`config.mk`:
```
export PLATFORM = sky130hd
export DESIGN_NAME = bus_message_endpoint
export DESIGN_NICKNAME = d
export VERILOG_FILES = /design/src/rtl/bus_message_endpoint.sv
export SDC_FILE = /design/constraint.sdc
export NUM_CORES = 2
export LEC_CHECK = 0
export CORE_MARGIN = 5
export CORE_UTILIZATION = 30
export DETAILED_ROUTE_END_ITERATION = 12
export GPL_TIMING_DRIVEN = 0
export PLACE_DENSITY = 0.49
export SYNTH_ARGS = -nofsm -noshare
export SYNTH_HDL_FRONTEND = slang
export SYNTH_SLANG_ARGS = --single-unit
```
`constraint.sdc`:
```
create_clock -name clk -period 6.8 [get_ports clk]
set_input_delay 1.36 -clock clk [delete_from_list [all_inputs] [get_ports clk]]
set_output_delay 1.36 -clock clk [all_outputs]
set_load 0.03 [all_outputs]
```
`src/rtl/bus_message_endpoint.sv`:
```
// Bus-side endpoint: stamps and queues core sends toward the network, loops
// self-addressed sends back to the core, and filters network arrivals into the core queue.

module bus_message_endpoint_fifo #(
  parameter int W     = 8,
  parameter int DEPTH = 4
) (
  input  logic         clk,
  input  logic         rst_n,
  input  logic         clear_i,
  input  logic         push_i,
  input  logic [W-1:0] wdata_i,
  input  logic         pop_i,
  output logic [W-1:0] rdata_o,
  output logic         full_o,
  output logic         empty_o
);
  localparam int AW = $clog2(DEPTH);
  localparam logic [AW:0] PTR_ONE = {{AW{1'b0}}, 1'b1};

  logic [W-1:0] mem_q [DEPTH];
  logic [AW:0]  wptr_q, wptr_d;
  logic [AW:0]  rptr_q, rptr_d;
  logic         push_ok, pop_ok;

  // The extra pointer bit separates a full queue from an empty one.
  assign full_o  = (wptr_q[AW] != rptr_q[AW]) && (wptr_q[AW-1:0] == rptr_q[AW-1:0]);
  assign empty_o = (wptr_q == rptr_q);
  assign rdata_o = mem_q[rptr_q[AW-1:0]];

  assign push_ok = push_i & ~full_o & ~clear_i;
  assign pop_ok  = pop_i & ~empty_o & ~clear_i;

  always_comb begin
    wptr_d = wptr_q;
    rptr_d = rptr_q;
    if (clear_i) begin
      wptr_d = '0;
      rptr_d = '0;
    end else begin
      if (push_ok) wptr_d = wptr_q + PTR_ONE;
      if (pop_ok)  rptr_d = rptr_q + PTR_ONE;
    end
  end

  always_ff @(posedge clk or negedge rst_n) begin
    if (!rst_n) begin
      wptr_q <= '0;
      rptr_q <= '0;
      for (int i = 0; i < DEPTH; i++) mem_q[i] <= '0;
    end else begin
      wptr_q <= wptr_d;
      rptr_q <= rptr_d;
      if (push_ok) mem_q[wptr_q[AW-1:0]] <= wdata_i;
    end
  end
endmodule

module bus_message_endpoint #(
  parameter logic [31:0] NODE_ID  = 32'd0,
  parameter int          TX_DEPTH = 4,
  parameter int          RX_DEPTH = 4
) (
  input  logic        clk,
  input  logic        rst_n,
  input  logic        flush,
  input  logic        core_val_i,
  output logic        core_ack_o,
  input  logic [31:0] core_dst_i,
  input  logic [31:0] core_tag_i,
  input  logic [63:0] core_msg_i,
  output logic        core_val_o,
  input  logic        core_rdy_i,
  output logic [31:0] core_src_o,
  output logic [31:0] core_tag_o,
  output logic [63:0] core_msg_o,
  output logic        net_tx_val_o,
  input  logic        net_tx_rdy_i,
  output logic [31:0] net_tx_dst_o,
  output logic [31:0] net_tx_src_o,
  output logic [31:0] net_tx_tag_o,
  output logic [63:0] net_tx_msg_o,
  input  logic        net_rx_val_i,
  output logic        net_rx_rdy_o,
  input  logic [31:0] net_rx_dst_i,
  input  logic [31:0] net_rx_src_i,
  input  logic [31:0] net_rx_tag_i,
  input  logic [63:0] net_rx_msg_i,
  output logic [15:0] drop_count_o
);
  localparam int TXW = 160;
  localparam int RXW = 128;

  // Valid/ready convention on every channel: a transfer happens in a cycle where
  // the sender's val and the receiver's rdy/ack are both high at the clock edge.
  logic           active;
  logic           core_is_local, local_cand;
  logic           net_match, net_cand, contention;
  logic           local_grant, net_grant;
  logic           remote_ack, local_ack;
  logic           net_acc, net_drop;
  logic           tx_push, tx_pop, tx_full, tx_empty;
  logic           rx_push, rx_pop, rx_full, rx_empty;
  logic [TXW-1:0] tx_wdata, tx_head;
  logic [RXW-1:0] rx_wdata, rx_head;
  logic           last_local_q, last_local_d;
  logic [15:0]    drop_count_q, drop_count_d;

  assign active        = rst_n & ~flush;
  assign core_is_local = (core_dst_i == NODE_ID);
  assign local_cand    = core_val_i & core_is_local;
  assign net_match     = (net_rx_dst_i == NODE_ID);
  assign net_cand      = net_rx_val_i & net_match;
  assign contention    = local_cand & net_cand;

  // Round-robin only matters under contention; a lone requester always wins.
  assign local_grant = ~net_cand | ~last_local_q;
  assign net_grant   = ~local_cand | (net_cand & last_local_q);

  assign remote_ack = active & core_val_i & ~core_is_local & ~tx_full;
  assign local_ack  = active & local_cand & local_grant & ~rx_full;
  assign core_ack_o = remote_ack | local_ack;

  assign net_rx_rdy_o = active & (net_match ? (~rx_full & net_grant) : 1'b1);
  assign net_acc      = net_rx_val_i & net_rx_rdy_o & net_match;
  assign net_drop     = net_rx_val_i & net_rx_rdy_o & ~net_match;

  assign tx_push  = remote_ack;
  assign tx_wdata = {core_dst_i, NODE_ID, core_tag_i, core_msg_i};

  // The arbiter never grants both writers at once, so a simple select suffices.
  assign rx_push  = local_ack | net_acc;
  assign rx_wdata = local_ack ? {NODE_ID, core_tag_i, core_msg_i}
                              : {net_rx_src_i, net_rx_tag_i, net_rx_msg_i};

  assign core_val_o   = active & ~rx_empty;
  assign rx_pop       = core_val_o & core_rdy_i;
  assign net_tx_val_o = active & ~tx_empty;
  assign tx_pop       = net_tx_val_o & net_tx_rdy_i;

  assign {core_src_o, core_tag_o, core_msg_o}                 = rx_head;
  assign {net_tx_dst_o, net_tx_src_o, net_tx_tag_o, net_tx_msg_o} = tx_head;
  assign drop_count_o = drop_count_q;

  always_comb begin
    last_local_d = last_local_q;
    if (flush) begin
      last_local_d = 1'b0;
    end else if (contention && !rx_full) begin
      last_local_d = local_ack;
    end
  end

  always_comb begin
    drop_count_d = drop_count_q;
    if (net_drop && (drop_count_q != 16'hFFFF)) drop_count_d = drop_count_q + 16'd1;
  end

  always_ff @(posedge clk or negedge rst_n) begin
    if (!rst_n) begin
      last_local_q <= 1'b0;
      drop_count_q <= 16'd0;
    end else begin
      last_local_q <= last_local_d;
      drop_count_q <= drop_count_d;
    end
  end

  bus_message_endpoint_fifo #(.W(TXW), .DEPTH(TX_DEPTH)) u_tx_fifo (
    .clk     (clk),
    .rst_n   (rst_n),
    .clear_i (flush),
    .push_i  (tx_push),
    .wdata_i (tx_wdata),
    .pop_i   (tx_pop),
    .rdata_o (tx_head),
    .full_o  (tx_full),
    .empty_o (tx_empty)
  );

  bus_message_endpoint_fifo #(.W(RXW), .DEPTH(RX_DEPTH)) u_rx_fifo (
    .clk     (clk),
    .rst_n   (rst_n),
    .clear_i (flush),
    .push_i  (rx_push),
    .wdata_i (rx_wdata),
    .pop_i   (rx_pop),
    .rdata_o (rx_head),
    .full_o  (rx_full),
    .empty_o (rx_empty)
  );
endmodule

```
==> reports/metrics.yaml <==
min_path_type: "flip-flop to flip-flop"
mostFrequentLayoutCells: "1,053 x dfrtp_1, 569 x clkdlybuf4s50_1, 561 x nand2_1"
fmax_mhz: 165.3
fin_ws_ns: 0.7509
synth_top_area_cell: "dfrtp_1"
design.final.nets: 4455
core_um2: 151900
die_width_um: 400.9
crit_path_start: "rst_n"
place_ws_ns: -0.3520
synthCells: 3403
drv_cap: 0
min_period_ns: 6.049
worstMarginPinSlew_ns: 1.141
status: "finished clean"
synthTopCellsByArea: "dfrtp_1 57%, mux2_2 13%, mux4_2 13%, o21ai_0 5.2%, nand2_1 4.6%"
stdcell_count: 6289
utilization_pct: 38.72
worstPathArrival_ns: 4.69
r2r-start: "u_rx_fifo.rptr_q[1]"
power_density_nw_per_um2: 281.5
dp_cells: 6042
ys_seq_area_share_pct: 57.48
fin_crit_sh_pct: 88.96
drc: 0
io_buffers: 570
syn_area_per_cell_um2: 13.47
start_util_pct: 30.18
slowest_delay_ns: 0.79
fin_worst_skew_ns: 0.02634
end_kind: "output pin"
grt_max_degree: 159
hold_viol: 0
synth_area_um2: 45840
antenna_left: 0
p_leak_nw: 26.00
io_pins: 603
dr.first_iter.drc_count: 1499
required_ns: 5.44
yosysWarnings: 0
setup_viol: 0
clockBufferDepth: 3
path_delay_family: "buffers and inverters"
wl_per_cell_um: 24.94
die-height_um: 400.9
gp_congestion: 0.7605
die-area_um2: 160700
vias: 30680
synth-seq-cells: 1053
cts_tree: "done"
path_max_fanout: 117
cts-buffers-inserted: 132
crit_type: "input pin to output pin"
num_rows: 143
crit_chain: "buf_16, buf_16, buf_16, buf_16, buf_16, nand2b_1, a21oi_1, clkdlybuf4s50_1"
layout-drive-gt1-share_pct: 26.79
grt_pass1_wl_um: 231600
slew_headroom_pct: 21.77
clk_latency_ns: 0.75
grt_use_total_pct: 19.34
overflow: 0
hpwlAfterDp_um: 109500
antenna_found_initial: 37
layout_commonest_cell: "dfrtp_1"
firstDrtPassIters: 5
htreeDepth: 4
post_drt_via_cell_ratio: 4.878
drt-total-wl_um: 156800
ctsHoldBuffers: 0
min_from: "u_rx_fifo.mem_q[102]"
rsz0062_at_grt: "false"
cp_common_cell: "buf_16"
syn_to_final_growth_pct: 28.30
cp_num_buf_inv: 6
critPathSlowestCell: "clkdlybuf4s50_1"
drv_slew: 0
dpl_cell_area_um2: 54440
irDropWorstVdd_mv: 0.1861
setup.worst_path.start_class: "input pin"
cts.sinks: 1053
cts.reportedPaths.clkPinSlew_ns: 0.05
synth_top_area_share_pct: 57.48
root_buffer: "clkbuf_16"
yosysUniqueCellTypes: 40
fin_area_um2: 58810
holdWs_ns: 0.4713
grt_pass1_vias: 32860
## final timing paths
| kind | end | slack [ns] | cells past startpoint |
|---|---|---|---|
| max reg2reg | u_rx_fifo.mem_q[73] | 3.05 | 9 |
| max in group asynchronous | u_rx_fifo.mem_q[481] | 4.10 | 5 |
| max | net_tx_val_o | 0.75 | 8 |
| min reg2reg | u_rx_fifo.mem_q[102] | 0.47 | 2 |
| min | u_rx_fifo.mem_q[102] | 0.47 | 2 |
| min in group asynchronous | u_tx_fifo.mem_q[335] | 0.56 | 1 |
## Yosys cell counts (all sizes together)
master and instances:
and3 2, mux4 256, conb 1, a21oi 5, ha 11, a2111o 1
or4b 1, o211ai 4, nand4 10, xor2 12, nor4 17, and4 3
nor2b 1, inv 7, xnor2 15, and2 1, o31ai 1, nand2b 2
nor3 6, a21o 1, nand3b 1, o21ai 515, mux2 515, nand4b 1
dfrtp 1053, buf 154, a211oi 1, nor2 15, nor4b 1, clkbuf 121
or3 2, nand2 561, nand3 9, mux2i 97
## metal layers
layer / wire length (um) / track usage, % / part of all wire [%]
met5: 161 / 0 / 0.10
met3: 10500 / 5.959 / 6.7
met4: 4428 / 6.368 / 2.8
met2: 73880 / 30.29 / 47
met1: 67850 / 25.69 / 43
## through the flow
stage | setup TNS (ns) | power (mW)
detailed placement | -25.62 | 9.828
global placement | - | 9.852
CTS | 0 | 16.81
finish | 0 | 16.56
floorplan | 0 | 8.637
global route | 0 | 17.25
## logic make-up after synthesis
kind of cell	Yosys count	synth area share (%)
multiplexers	868	27.35
buffers and inverters	282	2.989
flip-flops	1053	57.48
other	1	0.008181
AO/OA/AOI/OAI	528	5.839
adder cells (fa/ha/maj)	11	0.3002
XOR/XNOR	27	0.5159
AND/OR/NAND/NOR	633	5.516
## cell type report
class / instances / area [um^2]
diodes: 19 / 47.55
multi-input cells: 2099 / 18240
repair buffers: 581 / 6026
clock inverters: 40 / 476.7
inverters: 7 / 26.28
plain buffers: 275 / 1358
fillers: 14740 / 93090
flip-flops and latches: 1053 / 26350
well taps: 2030 / 2540
clock buffers: 185 / 3754
## sequential cells by signal, summed over array words and instances (netlist names)
signal,flops
u_tx_fifo.rptr_q,3
last_local_q,1
u_rx_fifo.wptr_q,3
u_rx_fifo.rptr_q,3
u_tx_fifo.wptr_q,3
u_tx_fifo.mem_q,512
drop_count_o,16
u_rx_fifo.mem_q,512
## where the power goes
part / leakage (nW) / total [mW] / switching (mW) / internal (mW)
Sequential: 14.2 / 7.17 / 0.300 / 6.87
Clock: 2.07 / 6.86 / 2.84 / 4.03
Combinational: 9.77 / 2.52 / 1.24 / 1.27
## worst reg2reg max path: cells and delay by family (launching register included)
kind            cells  cell delay (ns)
buf+inv             3             1.59
simple gates        3             0.77
compound gates      2             0.55
flops               1             0.51
xor+xnor            1             0.24
## repair_timing
item	in CTS	in global routing
cloned	2	1
gates resized for setup	0	0
setup endpoints to repair	3	1
setup buffers	0	0
No activity file was read; power rests on OpenSTA's default activity.
